## src/rtl/dvp_pattern_source_pkg.sv

```systemverilog
// Shared definitions for the DVP test-pattern source: FSM states, pattern codes,
// colour-bar table and frame-geometry helpers.
package dvp_pkg;

  typedef enum logic [2:0] {
    ST_IDLE   = 3'd0,
    ST_VSYNC  = 3'd1,
    ST_VBACK  = 3'd2,
    ST_ACTIVE = 3'd3,
    ST_VFRONT = 3'd4
  } state_t;

  typedef enum logic [1:0] {
    PAT_BARS  = 2'd0,
    PAT_GRAD  = 2'd1,
    PAT_SOLID = 2'd2,
    PAT_CHECK = 2'd3
  } pattern_t;

  // Entry 0 is the leftmost bar.
  localparam logic [7:0][15:0] BAR_RGB = {
    16'h0000, 16'h001F, 16'hF800, 16'hF81F,
    16'h07E0, 16'h07FF, 16'hFFE0, 16'hFFFF
  };

  function automatic int h_total_bytes(input int h_active, input int h_blank);
    return 2 * (h_active + h_blank);
  endfunction

  function automatic int v_total_lines(input int v_sync, input int v_back,
                                       input int v_active, input int v_front);
    return v_sync + v_back + v_active + v_front;
  endfunction

  function automatic int first_active_line(input int v_sync, input int v_back);
    return v_sync + v_back;
  endfunction

endpackage

```

## src/rtl/dvp_pattern_source_if.sv

```systemverilog
// DVP camera-side output bundle: sync strobes, byte data and frame status.
interface dvp_if;
  logic       v_sync;
  logic       h_ref;
  logic [7:0] data_out;
  logic       frame_start;
  logic       busy;

  modport master (output v_sync, h_ref, data_out, frame_start, busy);
  modport slave  (input  v_sync, h_ref, data_out, frame_start, busy);
endinterface

```

## src/rtl/dvp_pattern_source_gen.sv

```systemverilog
// Combinational RGB565 test-pattern generator: pixel (x, y) -> 16-bit colour.
module dvp_pattern_gen
  import dvp_pkg::*;
#(
  parameter int H_ACTIVE = 640
) (
  input  logic [15:0] x,
  input  logic [15:0] y,
  input  pattern_t    pattern_sel,
  input  logic [15:0] solid_rgb,
  output logic [15:0] pix
);

  localparam int BAR_W = (H_ACTIVE / 8 > 0) ? H_ACTIVE / 8 : 1;

  logic [15:0] bar_idx;
  logic        unused_y;

  assign unused_y = ^{y[15:5], y[3:0]};

  always_comb begin
    bar_idx = x / 16'(BAR_W);
    pix     = 16'h0000;
    case (pattern_sel)
      // Rounding leftovers when H_ACTIVE is not a multiple of 8 fall into the last bar.
      PAT_BARS:  pix = BAR_RGB[(bar_idx > 16'd7) ? 3'd7 : bar_idx[2:0]];
      PAT_GRAD:  pix = {x[9:5], x[9:4], x[9:5]};
      PAT_SOLID: pix = solid_rgb;
      PAT_CHECK: pix = (x[4] ^ y[4]) ? 16'hFFFF : 16'h0000;
      default:   pix = 16'h0000;
    endcase
  end

endmodule

```

## src/rtl/dvp_pattern_source.sv

```systemverilog
// OV7670-style DVP transmitter driven from an internal test pattern, one byte per clk_25.
// Outputs are registered from next-state values so they line up with the FSM/counters.
module dvp_pattern_source
  import dvp_pkg::*;
#(
  parameter int H_ACTIVE = 640,
  parameter int H_BLANK  = 144,
  parameter int V_SYNC   = 3,
  parameter int V_BACK   = 17,
  parameter int V_ACTIVE = 480,
  parameter int V_FRONT  = 10
) (
  input  logic        clk_25,
  input  logic        reset,
  input  logic        enable,
  input  logic [1:0]  pattern_sel,
  input  logic [15:0] solid_rgb,
  dvp_if.master       dvp
);

  localparam int H_TOTAL_BYTES = h_total_bytes(H_ACTIVE, H_BLANK);
  localparam int V_TOTAL_LINES = v_total_lines(V_SYNC, V_BACK, V_ACTIVE, V_FRONT);
  localparam int FIRST_ACTIVE  = first_active_line(V_SYNC, V_BACK);
  localparam int END_SYNC      = V_SYNC;
  localparam int END_BACK      = V_SYNC + V_BACK;
  localparam int END_ACTIVE    = V_SYNC + V_BACK + V_ACTIVE;
  localparam int BW            = $clog2(H_TOTAL_BYTES);
  localparam int LW            = (V_TOTAL_LINES > 1) ? $clog2(V_TOTAL_LINES) : 1;
  localparam logic [BW-1:0] BYTE_LAST = BW'(H_TOTAL_BYTES - 1);
  localparam logic [LW-1:0] LINE_LAST = LW'(V_TOTAL_LINES - 1);

  state_t      state, state_nxt;
  logic [BW-1:0] byte_cnt, byte_nxt;
  logic [LW-1:0] line_cnt, line_nxt;
  pattern_t    sel_q, sel_nxt;
  logic [15:0] solid_q, solid_nxt;
  logic        new_frame;

  logic        vs_d, href_d, fs_d, busy_d;
  logic [7:0]  dat_d;
  logic [15:0] pix_x, pix_y, pix;

  // Zero-line regions are skipped naturally: the state is a pure function of the line.
  function automatic state_t line_state(input logic [LW-1:0] l);
    state_t s;
    if (int'(l) < END_SYNC)        s = ST_VSYNC;
    else if (int'(l) < END_BACK)   s = ST_VBACK;
    else if (int'(l) < END_ACTIVE) s = ST_ACTIVE;
    else                           s = ST_VFRONT;
    return s;
  endfunction

  always_ff @(posedge clk_25) begin
    if (reset) begin
      state    <= ST_IDLE;
      byte_cnt <= '0;
      line_cnt <= '0;
      sel_q    <= PAT_BARS;
      solid_q  <= 16'h0000;
    end else begin
      state    <= state_nxt;
      byte_cnt <= byte_nxt;
      line_cnt <= line_nxt;
      sel_q    <= sel_nxt;
      solid_q  <= solid_nxt;
    end
  end

  always_comb begin
    state_nxt = state;
    byte_nxt  = byte_cnt;
    line_nxt  = line_cnt;
    new_frame = 1'b0;
    if (state == ST_IDLE) begin
      if (enable) begin
        new_frame = 1'b1;
        state_nxt = line_state('0);
      end
    end else if (byte_cnt == BYTE_LAST) begin
      byte_nxt = '0;
      if (line_cnt == LINE_LAST) begin
        line_nxt = '0;
        if (enable) begin
          new_frame = 1'b1;
          state_nxt = line_state('0);
        end else begin
          state_nxt = ST_IDLE;
        end
      end else begin
        line_nxt  = line_cnt + LW'(1);
        state_nxt = line_state(line_cnt + LW'(1));
      end
    end else begin
      byte_nxt = byte_cnt + BW'(1);
    end
  end

  // Pattern controls are frozen for the whole frame.
  always_comb begin
    sel_nxt   = sel_q;
    solid_nxt = solid_q;
    if (new_frame) begin
      sel_nxt   = pattern_t'(pattern_sel);
      solid_nxt = solid_rgb;
    end
  end

  assign pix_x = 16'(byte_nxt) >> 1;
  assign pix_y = 16'(line_nxt) - 16'(FIRST_ACTIVE);

  dvp_pattern_gen #(
    .H_ACTIVE (H_ACTIVE)
  ) u_gen (
    .x           (pix_x),
    .y           (pix_y),
    .pattern_sel (sel_nxt),
    .solid_rgb   (solid_nxt),
    .pix         (pix)
  );

  always_comb begin
    vs_d   = (state_nxt == ST_VSYNC);
    href_d = (state_nxt == ST_ACTIVE) && (int'(byte_nxt) < 2 * H_ACTIVE);
    dat_d  = 8'h00;
    if (href_d) dat_d = byte_nxt[0] ? pix[7:0] : pix[15:8];
    fs_d   = new_frame && (state_nxt == ST_VSYNC);
    busy_d = (state_nxt != ST_IDLE);
  end

  always_ff @(posedge clk_25) begin
    if (reset) begin
      dvp.v_sync      <= 1'b0;
      dvp.h_ref       <= 1'b0;
      dvp.data_out    <= 8'h00;
      dvp.frame_start <= 1'b0;
      dvp.busy        <= 1'b0;
    end else begin
      dvp.v_sync      <= vs_d;
      dvp.h_ref       <= href_d;
      dvp.data_out    <= dat_d;
      dvp.frame_start <= fs_d;
      dvp.busy        <= busy_d;
    end
  end

endmodule

```

## src/flat_wrapper.sv

```systemverilog
// flat-port wrapper written by rule: the top's interface ports become plain ports
module dvp_pattern_source_flat import dvp_pkg::*;
#(
  parameter int H_ACTIVE = 640,
  parameter int H_BLANK  = 144,
  parameter int V_SYNC   = 3,
  parameter int V_BACK   = 17,
  parameter int V_ACTIVE = 480,
  parameter int V_FRONT  = 10
)
  (clk_25, reset, enable, pattern_sel, solid_rgb, dvp_v_sync, dvp_h_ref, dvp_data_out, dvp_frame_start, dvp_busy);
  dvp_if dvp_i ();
  input  logic clk_25;
  input  logic reset;
  input  logic enable;
  input  logic [1:0] pattern_sel;
  input  logic [15:0] solid_rgb;
  output wire logic [$bits(dvp_i.v_sync)-1:0] dvp_v_sync;
  output wire logic [$bits(dvp_i.h_ref)-1:0] dvp_h_ref;
  output wire logic [$bits(dvp_i.data_out)-1:0] dvp_data_out;
  output wire logic [$bits(dvp_i.frame_start)-1:0] dvp_frame_start;
  output wire logic [$bits(dvp_i.busy)-1:0] dvp_busy;
  assign dvp_v_sync = dvp_i.v_sync;
  assign dvp_h_ref = dvp_i.h_ref;
  assign dvp_data_out = dvp_i.data_out;
  assign dvp_frame_start = dvp_i.frame_start;
  assign dvp_busy = dvp_i.busy;
  dvp_pattern_source #(.H_ACTIVE(H_ACTIVE), .H_BLANK(H_BLANK), .V_SYNC(V_SYNC), .V_BACK(V_BACK), .V_ACTIVE(V_ACTIVE), .V_FRONT(V_FRONT)) u_core (.clk_25(clk_25), .reset(reset), .enable(enable), .pattern_sel(pattern_sel), .solid_rgb(solid_rgb), .dvp(dvp_i));
endmodule
```

## config.mk

```make
export PLATFORM = sky130hd
export DESIGN_NAME = dvp_pattern_source_flat
export DESIGN_NICKNAME = d
export VERILOG_FILES = /design/src/rtl/dvp_pattern_source_pkg.sv /design/src/rtl/dvp_pattern_source_if.sv /design/src/rtl/dvp_pattern_source_gen.sv /design/src/rtl/dvp_pattern_source.sv /design/src/flat_wrapper.sv
export SDC_FILE = /design/constraint.sdc
export NUM_CORES = 1
export LEC_CHECK = 0
export BUFFER_PORTS_ARGS = -buffer_cell sky130_fd_sc_hd__buf_2
export CAP_MARGIN = 20
export CORE_ASPECT_RATIO = 0.9
export CORE_MARGIN = 8
export CORE_UTILIZATION = 40
export CTS_CLUSTER_SIZE = 25
export DETAILED_ROUTE_END_ITERATION = 6
export GPL_TIMING_DRIVEN = 0
export PLACE_DENSITY_LB_ADDON = 0.2
export SLEW_MARGIN = 25
export SYNTH_ARGS = -nofsm -noshare
export SYNTH_HDL_FRONTEND = slang
export SYNTH_SLANG_ARGS = --single-unit
```

## constraint.sdc

```tcl
create_clock -name clk_25 -period 4.6 [get_ports clk_25]
set_clock_uncertainty 0.2 [all_clocks]
set_input_delay 0.23 -clock clk_25 [delete_from_list [all_inputs] [get_ports clk_25]]
set_output_delay 0.23 -clock clk_25 [all_outputs]
set_load 0.005 [all_outputs]
```

---- After elaboration in Yosys (flattened, before gate mapping) ----
Memories as Yosys holds them, arrays and structs flattened.
Index checks and enable logic that the tools add are counted.
operators by class
  $add $sub $neg .......................... 3
  divide/modulo/power cells ............... 1
  $lt $le $gt $ge ......................... 6
  equality and inequality tests ........... 7
  mux-type cells .......................... 24
  bitwise gates (word level) .............. 2
  reductions and logical operators ........ 6
operator list
  cell                   count
  $pmux 16 s4            1
  $mux 16                3
  $mux 9                 3
  $mux 3                 8
  $mux 11                2
  $div 10x7->16 const B  1
  $gt 16x3->1 const B    1
  $add 11x1->11 const B  1
  $eq 11x11->1 const B   1
  $lt 11x11->1 const B   1
  $add 9x1->9 const B    1
  $eq 9x9->1 const B     1
  $lt 9x2->1 const B     1
  $lt 9x5->1 const B     1
  $lt 9x9->1 const B     1
  $mux 8                 1
  $mux 1                 5
  $sub 5x5->5 const B    1
  $eq 2x2->1 const B     2
  $lt 3x4->1 const B     1
  $eq 3x1->1 const B     1
  $eq 3x2->1 const B     1
  $logic_not 3->1        1
  $reduce_bool 3->1      1
  other kinds (7)        8
storage, ports and cells
  register bits after elaboration ......... 53
  memory bits (read-only) ................. 128
  bits of input ports ..................... 21
  output and inout bits ................... 12
  logic and storage cells ................. 60
  memories kept ........................... 1
memories
  memory           depth  bits a word  rd ports  clocked after memory_dff  wr ports  line                          text
  (no name shown)  8      16           1         0                         0         dvp_pattern_source_gen.sv:26  PAT_BARS: pix = BAR_RGB[(bar_idx > 16'd7) ? 3'd7 : bar_idx[2:0]];

---- Depth between registers and ports, before layout ----
Gate-level depths: netlist of the first run.
  depth in word-level cells ............... 12
  gate-level depth with buffers ........... 11
  mapped depth without buffers ............ 10

---- By module ----
Synthesis of the first run repeated with hierarchy kept, for this count alone.
unflattened totals
  cell total of the unflattened synthesis .. 490
  area total of the unflattened synthesis .. 4126.5 um^2
by module, submodules not included
  module              times used  cells an instance  area each (um^2)  seq. area each (um^2)
  dvp_pattern_source  1           304                2772.7            1061.0
  dvp_pattern_gen     1           186                1353.8            0.0

---- Worst setup path after synthesis of the first run ----
OpenSTA, ideal clock, no wires.
  path type ............................... register to register
  start ................................... register u_core.byte_cnt[0]
  end ..................................... register u_core.dvp.data_out[2]
  library setup time ...................... 0.136 ns
  arrival ................................. 2.568 ns
  data required time ...................... 4.264 ns
  slack ................................... 1.695 ns
  stages on the path, launching flop included .. 11
  path buffers ............................ 1
  clock period less this slack ............ 2.905 ns
  path through ............................ dfxtp_1 > ha_1 > nand4_1 > or4_1 > and3_1 > clkbuf_1 > nor3_1 > a222oi_1 > or2_2 > a21oi_2 > a311oi_1
between the ends
  cells in the longest elaborated chain, start to end .. 10
  elaborated cells on any way between the ends .. 31
  those cells by class .................... 2 x add/sub; 1 x div; 2 x order compare; 5 x eq/ne; 15 x mux; 2 x bitwise; 3 x reduce/logical; 1 x memory
RTL lines
  element                                        line                                                text
  from (decl)                                    dvp_pattern_source.sv:33                            logic [BW-1:0] byte_cnt, byte_nxt;
  from (signal assigned)                         dvp_pattern_source.sv:62                            byte_cnt <= byte_nxt;
  $add 11x1->11 or $eq 11x11->1 (tied branches)  dvp_pattern_source.sv:94, dvp_pattern_source.sv:79
  $mux 11                                        dvp_pattern_source.sv:79                            end else if (byte_cnt == BYTE_LAST) begin
  $mux 11                                        dvp_pattern_source.sv:74                            if (state == ST_IDLE) begin
  $div 10x7->16                                  dvp_pattern_source_gen.sv:22                        bar_idx = x / 16'(BAR_W);
  $gt 16x3->1                                    dvp_pattern_source_gen.sv:26
  $mux 3                                         dvp_pattern_source_gen.sv:26
  $mem_v2 8x16                                   n/a
  $mux 16                                        dvp_pattern_source_gen.sv:26
  $pmux 16 s4                                    dvp_pattern_source_gen.sv:24                        case (pattern_sel)
  $mux 8                                         dvp_pattern_source.sv:125                           if (href_d) dat_d = byte_nxt[0] ? pix[7:0] : pix[15:8];
  to (signal assigned)                           dvp_pattern_source.sv:140                           dvp.data_out <= dat_d;
  to (decl)                                      dvp_pattern_source_if.sv:9                          modport master (output v_sync, h_ref, data_out, frame_start, busy);
Parallel ways exist; a longest one is shown, timed or not. The select of a mux whose other input is x is not followed.
A chain may end at the register's enable or synchronous reset.

---- Final worst setup path of the first run ----
  start ................................... register u_core.line_cnt[1]
  end ..................................... register u_core.dvp.data_out[5]
between the ends
  cells in the longest elaborated chain, start to end .. 12
  elaborated cells on any way between the ends .. 32
  those cells by class .................... 2 x add/sub; 3 x order compare; 5 x eq/ne; 17 x mux; 2 x bitwise; 3 x reduce/logical
RTL lines
  element                           line                                                text
  from (decl)                       dvp_pattern_source.sv:34                            logic [LW-1:0] line_cnt, line_nxt;
  from (signal assigned)            dvp_pattern_source.sv:63                            line_cnt <= line_nxt;
  $add 9x1->9                       dvp_pattern_source.sv:90, dvp_pattern_source.sv:91
  $lt 9x9->1                        dvp_pattern_source.sv:48                            else if (int'(l) < END_ACTIVE) s = ST_ACTIVE;
  $mux 3                            dvp_pattern_source.sv:48
  $mux 3                            dvp_pattern_source.sv:47                            else if (int'(l) < END_BACK) s = ST_VBACK;
  $mux 3                            dvp_pattern_source.sv:46                            if (int'(l) < END_SYNC) s = ST_VSYNC;
  $mux 3                            dvp_pattern_source.sv:81                            if (line_cnt == LINE_LAST) begin
  $mux 3                            dvp_pattern_source.sv:79
  $mux 3                            dvp_pattern_source.sv:74
  $eq 3x2->1                        dvp_pattern_source.sv:123                           href_d = (state_nxt == ST_ACTIVE) && (int'(byte_nxt) < 2 * H_ACTIVE);
  $logic_and 1x1->1                 dvp_pattern_source.sv:123
  $not 1->1 (no source line)        n/a
  $reduce_or 2->1 (no source line)  n/a
Parallel ways exist; a longest one is shown, timed or not.

==> metrics.csv, run 1 <==
stage,metric,value,unit
min_path,min_path_cells,4,
die,ios,33,
sta,hold_viol,0,
cts,cts_sinks,53,
final_layout,fin_util,48.5,%
final_layout,final_common_cell,dfxtp_1,
min_path,hold_path_startpoint,reset,
placed_design,io_buffer_count,31,
final_layout,multi_input_area,1900,um2
sta,tightest_slew,0.854,ns
final_layout,n_antenna_cell,0,
sta,setup_viol,0,
die,die_w,109,um
sta,period_share,78.7,%
logic_synthesis,syn_inst,392,
drt,dr.first_iter.drc_count,324,
logic_synthesis,avgSynthCellArea,7.90,um2
cts,cts_tree,done,
cts,ctsHtreeMaxLevel,2,
pwr,p_switching,0.000268,W
critical_path,timing.rr.start,u_core.line_cnt[1]$_SDFFE_PP0P_,
cts,clockBufferDepth,2,
global_routing,grt_max_degree,17,
run,maxCapViolCount,0,
logic_synthesis,yosys-top-cells-area,"dfxtp_1 (34%), nand2_1 (5.2%), nor2_1 (5.0%)",
global_routing,track_usage,17.1,%
logic_synthesis,synth-seq-area-share,34.3,%
sta,relSlewSlack,43.1,%
logic_synthesis,yosys.area.top_type,dfxtp_1,
final_layout,drive_above_1_share,13.8,%
final_layout,seqCellArea,1060,um2
logic_synthesis,ys_ff_latch,53,
drt,drc,0,
cts,cts_inserted_buffers,5,
drt,wl,8.96,mm
final_layout,layout_common_cells,"dfxtp_1 (53), nand2_1 (43), nor2_1 (41)",
cts,root_buffer,clkbuf_8,
final_layout,syn_to_final_growth,17.5,%
critical_path,r2r_end,u_core.dvp.data_out[5]$_SDFF_PP0_,
pwr,intPower,0.000641,W
global_routing,grt_overflow,0,
critical_path,worst-r2r-setup-slack,0.98,ns
sta,fin_crit,3.62,ns
logic_synthesis,ys.flop_type,dfxtp_1,
pwr,leakage,1.37,nW
drt,antenna_left,0,
die,core-area,7510,um2
pwr,pwr-share-clk,30.4,%
final_layout,nNetsFinal,472,
placed_design,post-dp-hpwl,6.51,mm
sta,drv_slew,0,
logic_synthesis,ys_types,69,
critical_path,critical_path_class,flip-flop to flip-flop,
logic_synthesis,synth_top_area_share,34.3,%
critical_path,endpoint_kind,flip-flop,
drt,drt-wirelength-per-cell,16.4,um
critical_path,cp.required,4.62,ns
drt,dr.pass1.iters,5,
pwr,power_frac_seq,53.2,%
cts,clk_latency,0.32,ns
run_status,status,finished clean,
cts,cts_setup_buffers,0,
logic_synthesis,synth_area,3100,um2
min_path,holdCritPathClass,input pin to flip-flop,
critical_path,setup.worst_path.start_class,flip-flop,
critical_path,r2r_cells,10,
sta,rsz0062_at_grt,no,
drt,vias_per_cell,5.78,
pwr,vdd_drop_max,0.000139,V
cts,path_clk_slew,0.11,ns
pwr,combPwrFrac,16.5,%
critical_path,worstPathArrival,3.64,ns
pwr,swShare,29.5,%
pwr,power_density,250,nW/um2
critical_path,cp_max_fo,10,
sta,max_freq,0.276,GHz
logic_synthesis,synth_fp_nets,416,
logic_synthesis,synth_warnings,0,
final_layout,fill_cells,755,
die,start_util,41.2,%
sta,tns,0,ns
drt,route.vias.total,3151,
logic_synthesis,ys_async_sr_fraction,0,%
die,die_h,99.5,um
min_path,whs_endpoint,u_core.state[0]$_SDFF_PP0_,
die,die_area,10800,um2
die,fp-row-count,30,
global_routing,grt_pass1_vias,3013,
global_routing,grt_pass1_wl,15.1,mm
placed_design,gp_congestion,0.874,
logic_synthesis,synth_edf_count,0,
global_routing,antenna_found_initial,0,
-- logic make-up (layout without fill, tap and decap cells) --
logic type      Yosys count  after routing  synth area share [%]
compound gates           98             98                  21.9
simple gates            180            180                  29.9
buf+inv                  32             89                  4.20
mux                      12             12                  3.92
fa+ha+maj                 5              5                  1.90
xor+xnor                 12             12                  3.84
flops                    53             53                  34.3
-- how the worst max path moves through the flow --
stage | from | end | slack [ns] | depth (start not counted)
after floorplan | u_core.byte_cnt[0]$_SDFF_PP0_ | u_core.dvp.data_out[2]$_SDFF_PP0_ | 1.70 | 10
after global placement | u_core.line_cnt[1]$_SDFFE_PP0P_ | u_core.dvp.data_out[5]$_SDFF_PP0_ | 1.15 | 10
after detailed placement | u_core.line_cnt[1]$_SDFFE_PP0P_ | u_core.dvp.data_out[5]$_SDFF_PP0_ | 1.10 | 10
after CTS | u_core.line_cnt[1]$_SDFFE_PP0P_ | u_core.dvp.data_out[5]$_SDFF_PP0_ | 1.07 | 10
after global routing | u_core.line_cnt[1]$_SDFFE_PP0P_ | u_core.dvp.data_out[5]$_SDFF_PP0_ | 0.66 | 10
final | u_core.line_cnt[1]$_SDFFE_PP0P_ | u_core.dvp.data_out[5]$_SDFF_PP0_ | 0.98 | 10
-- cell type report --
class	instances	share of cell area, %
Inverter	8	0.825
Sequential cell	53	29.2
Buffer	24	2.75
Multi-Input combinational cell	307	52.3
Tap cell	96	3.30
Timing Repair Buffer	49	9.22
Clock buffer	6	1.99
Clock inverter	2	0.413
-- worst max-delay path, cell delays in order (launching register included) --
cell and delay [ns]:
dfxtp_1 0.49, ha_1 0.20, clkbuf_1 0.29, nand4_1 0.24
o21ai_0 0.32, nand2_1 0.10, nor3_1 0.49, o31ai_1 0.18
a21oi_1 0.33, o2111ai_2 0.32, a311oi_1 0.35
-- repair_timing --
action | in CTS | in global routing
endpoints found under the hold margin | 18 | 0
hold buffers | 18 | 0
gates resized for setup | 0 | 0
-- registers in the layout (all words and copies together), names as in the netlist --
| name | count |
|---|---|
| u_core.line_cnt | 9 |
| u_core.sel_q | 2 |
| u_core.dvp.h_ref | 1 |
| u_core.dvp.frame_start | 1 |
| u_core.dvp.data_out | 8 |
| u_core.dvp.busy | 1 |
| u_core.state | 3 |
| u_core.byte_cnt | 11 |
| u_core.dvp.v_sync | 1 |
| u_core.solid_q | 16 |
-- Yosys cell counts (2+ instances only) --
cell type	instances
buf_2	2
clkbuf_1	19
nand3_1	19
nor3_2	2
or3_1	7
o22ai_1	2
nand4_1	6
mux2i_1	11
nand2b_1	3
and3_1	11
a32o_1	2
or4_1	2
nor3_1	18
o31ai_1	4
xnor2_1	6
nor2_1	41
nor2b_1	3
nand2_1	43
buf_1	2
o21ai_0	13
nor4_1	7
ha_1	3
a311oi_1	5
a221oi_1	4
and2_1	4
a21oi_1	30
inv_1	8
o21a_1	5
a211oi_1	3
a31oi_1	7
or2_2	3
dfxtp_1	53
o211ai_1	3
or4_4	2
xor2_1	5
-- power groups by stage --
stage | sequential (W) | combinational, W | clock, W
after floorplan | 0.000493 | 0.0000928 | 0
after global placement | 0.000494 | 0.000133 | 0
after detailed placement | 0.000494 | 0.000135 | 0
after CTS | 0.000484 | 0.000147 | 0.000280
after global routing | 0.000486 | 0.000166 | 0.000298
final | 0.000484 | 0.000150 | 0.000276
-- layer usage --
layer / routed length, um / global-route usage, % / vias to the layer above
li1: - / - / 1556
met1: 4270 / 24.2 / 1482
met2: 3950 / 26.2 / 103
met3: 642 / 3.23 / 10
met4: 87 / 3.68 / 0
met5: 0 / 0 / -
-- per-stage QoR --
step / worst slack, ns / std cells / area (um2) / hold slack (ns) / power [W]
after floorplan: 1.70 / 392 / 3100 / 0.166 / 0.000585
after global routing: 0.659 / 545 / 3640 / 0.116 / 0.000950
after CTS: 1.07 / 545 / 3640 / 0.0833 / 0.000911
final: 0.981 / 545 / 3640 / 0.0849 / 0.000909
after detailed placement: 1.10 / 519 / 3370 / 0.243 / 0.000630
after global placement: 1.15 / 519 / 3370 / 0.241 / 0.000627
Power figures use the tool's default switching activity.
==> inputs of run 2 (changes only) <==
ABC_AREA = 1   (was default)
clock period = 3 ns   (was 4.6 ns; I/O delays follow)
==> metrics.csv, run 2 <==
stage,metric,value,unit,change
critical_path,critical_path_class,flip-flop to flip-flop,,
logic_synthesis,synth_area,2970,um2,-4.0%
die,die_w,107,um,-1.7%
cts,cts_tree,done,,
drt,wl_met2,3.40,mm,-14%
critical_path,endpoint_kind,flip-flop,,
pwr,leakage,1.64,nW,+20%
pwr,swShare,29.2,%,-0.35 points
run,maxCapViolCount,0,,unchanged
cts,path_clk_slew,0.11,ns,about the same
logic_synthesis,syn_inst,404,,+3.1%
final_layout,top_register,u_core.solid_q,,
drt,antenna_left,0,,unchanged
min_path,hold_path_startpoint,solid_rgb[7],,
pwr,p_switching,0.000407,W,+52%
critical_path,setup.worst_path.start,u_core.line_cnt[0]$_SDFFE_PP0P_,,
cts,ctsHtreeMaxLevel,2,,unchanged
cts,root_buffer,clkbuf_8,,
min_path,holdCritPathClass,input pin to flip-flop,,
pwr,power_frac_seq,52.5,%,-0.7 points
final_layout,largest_reg_flops,16,,unchanged
final_layout,drive_above_1_share,22.5,%,+8.7 points
global_routing,antenna_found_initial,0,,unchanged
drt,dr.first_iter.drc_count,138,,-57%
drt,drc,0,,unchanged
pwr,combPwrFrac,16.3,%,-0.2 points
drt,wl,7.56,mm,-16%
pwr,intPower,0.000988,W,+54%
logic_synthesis,netlist_top_cells_count,"nand2_1 (82), nor2_1 (56), dfxtp_1 (53), inv_1 (42), nand3_1 (24)",,
global_routing,track_usage,14.7,%,-2.4 points
placed_design,post-dp-hpwl,5.57,mm,-14%
logic_synthesis,yosys.area.top_type,dfxtp_1,,
logic_synthesis,synth_top_area_share,35.7,%,+1.4 points
critical_path,setup.worst_path.start_class,flip-flop,,
final_layout,n_antenna_cell,0,,unchanged
pwr,power_density,393,nW/um2,+57%
die,ios,33,,unchanged
drt,dr_wl_met3,337,um,-48%
drt,highest_layer,met4,,
pwr,vdd_drop_max,0.000215,V,+54%
logic_synthesis,synth_fp_nets,428,,+2.9%
global_routing,grt_pass1_wl,12.6,mm,-16%
final_layout,layout_common_cells,"nand2_1 (82), nor2_1 (56), dfxtp_1 (51)",,
die,start_util,40.4,%,-0.84 points
cts,cts_sinks,53,,unchanged
sta,relSlewSlack,60.5,%,+17 points
sta,fin_crit,2.74,ns,-0.878 ns
die,die_h,97.8,um,-1.7%
die,fp-row-count,30,,unchanged
logic_synthesis,avgSynthCellArea,7.36,um2,-6.9%
sta,period_share,91.4,%,+13 points
sta,drv_slew,0,,unchanged
drt,dr.pass1.iters,4,,-1
pwr,pwr-share-clk,31.1,%,+0.7 points
global_routing,grt_overflow,0,,unchanged
logic_synthesis,yosys-top-cells-area,"dfxtp_1 (36%), nand2_1 (10%), nor2_1 (7.1%)",,
critical_path,cp_max_fo,5,,-5
final_layout,reg.largest.list,"u_core.solid_q x16, u_core.byte_cnt x11, u_core.line_cnt x9",,
sta,tightest_slew,0.592,ns,-0.262 ns
logic_synthesis,ys_async_sr_fraction,0,%,unchanged
die,core-area,7360,um2,-2.0%
final_layout,final_common_cell,nand2_1,,
critical_path,worstPathArrival,2.79,ns,-0.85 ns
placed_design,place_inst,531,,+2.3%
critical_path,timing.rr.start,u_core.line_cnt[0]$_SDFFE_PP0P_,,
logic_synthesis,synth-seq-area-share,35.7,%,+1.4 points
logic_synthesis,ys.flop_type,dfxtp_1,,
run_status,status,finished clean,,
global_routing,grt_pass1_vias,2647,,-12%
drt,wl_met1,3.74,mm,-12%
sta,tns,0,ns,unchanged
critical_path,r2r_cells,18,,+8
min_path,min_path_cells,3,,-1
final_layout,syn_to_final_growth,19.4,%,
final_layout,stdcell_count,559,,+2.6%
global_routing,grt_max_degree,19,,+2
placed_design,io_buffer_count,31,,unchanged
drt,vias_per_cell,4.89,,-15%
placed_design,gp_congestion,0.884,,+1.1%
die,die_area,10400,um2,-3.4%
sta,rsz0062_at_grt,no,,
logic_synthesis,ys_types,41,,-41%
sta,hold_viol,0,,unchanged
cts,clk_latency,0.32,ns,about the same
cts,clockBufferDepth,2,,unchanged
drt,route.vias.total,2735,,-13%
sta,max_freq,0.365,GHz,+32%
critical_path,cp.required,3.05,ns,-1.57 ns
drt,drt-wirelength-per-cell,13.5,um,-18%
logic_synthesis,yosysMostFrequentCell,nand2_1,,
logic_synthesis,synth_edf_count,0,,unchanged
final_layout,nNetsFinal,486,,+3.0%
sta,setup_viol,0,,unchanged
cts,cts_inserted_buffers,5,,unchanged
logic_synthesis,synth_warnings,0,,unchanged
logic_synthesis,ys_ff_latch,53,,unchanged
[run 2: final cells by class]
type	count	area, um2
Buffer	10	68.8
Clock buffer	5	68.8
Fill cell	772	3810
Multi-Input combinational cell	287	1650
Timing Repair Buffer	51	345
Inverter	54	203
Tap cell	96	120
Clock inverter	3	25.0
Sequential cell	53	1060
[run 2: layer usage]
layer,track usage (%),vias to the layer above
li1,-,1420
met4,4.22,0
met3,2.96,6
met2,23.5,58
met5,0,-
met1,19.4,1251
[run 2: critical path, cell delays in order (launching register included)]
cell	delay, ns
dfxtp_2	0.37
ha_1	0.18
inv_1	0.07
nor2_1	0.17
nand2_1	0.11
xor2_2	0.19
nand2_1	0.07
nor2_1	0.17
nand2_1	0.07
nand2_1	0.09
inv_1	0.06
nand2_1	0.08
nor2_1	0.05
a21oi_2	0.15
nand4_1	0.16
nor2_4	0.14
buf_4	0.15
nand2_1	0.05
a21oi_1	0.14
[run 2: path summary, 6_finish.rpt]
kind	end	slack [ns]
hold / removal	u_core.solid_q[7]$_SDFF_PP0_	0.02
setup / recovery	u_core.dvp.data_out[7]$_SDFF_PP0_	0.26
setup reg to reg	u_core.dvp.data_out[7]$_SDFF_PP0_	0.26
hold reg to reg	u_core.line_cnt[1]$_SDFFE_PP0P_	0.29
[run 2: what timing repair did]
action	4_1_cts	5_1_grt
endpoints found under the setup margin	0	8
setup buffers	0	3
endpoints found under the hold margin	17	0
gates resized for setup	0	4
hold buffers	17	0
[run 2: stage by stage]
| step | power (W) | setup slack [ns] | utilization, % | instance area [um2] | hold WS [ns] |
|---|---|---|---|---|---|
| 2_1_floorplan | 0.000901 | 0.620 | - | 2970 | 0.108 |
| 3_3_place_gp | 0.000953 | 0.178 | 44.1 | 3250 | 0.228 |
| 3_5_place_dp | 0.000956 | 0.158 | 44.1 | 3250 | 0.220 |
| 4_1_cts | 0.00141 | 0.122 | 47.7 | 3510 | 0.000763 |
| 5_1_grt | 0.00146 | 0.0154 | 48.2 | 3550 | 0.0437 |
| 6_report | 0.00139 | 0.259 | 48.2 | 3550 | 0.0179 |
[run 2: cells by family (layout without fill, tap and decap cells)]
family | count (synthesis) | in the layout | share of synthesized area (%)
AND/OR/NAND/NOR | 203 | 203 | 32.3
AO/OA/AOI/OAI | 56 | 56 | 13.3
multiplexers | 15 | 15 | 5.05
XOR/XNOR | 10 | 10 | 3.20
buffers and inverters | 64 | 123 | 9.14
flip-flops | 53 | 53 | 35.7
adder cells (fa/ha/maj) | 3 | 3 | 1.26
[run 2: power by group through the flow]
stage / Clock [W] / Combinational [W] / Sequential [W]
CTS: 0.000448 / 0.000226 / 0.000733
global route: 0.000475 / 0.000254 / 0.000736
finish: 0.000434 / 0.000228 / 0.000733
global placement: 0 / 0.000205 / 0.000748
detailed placement: 0 / 0.000207 / 0.000749
floorplan: 0 / 0.000153 / 0.000748
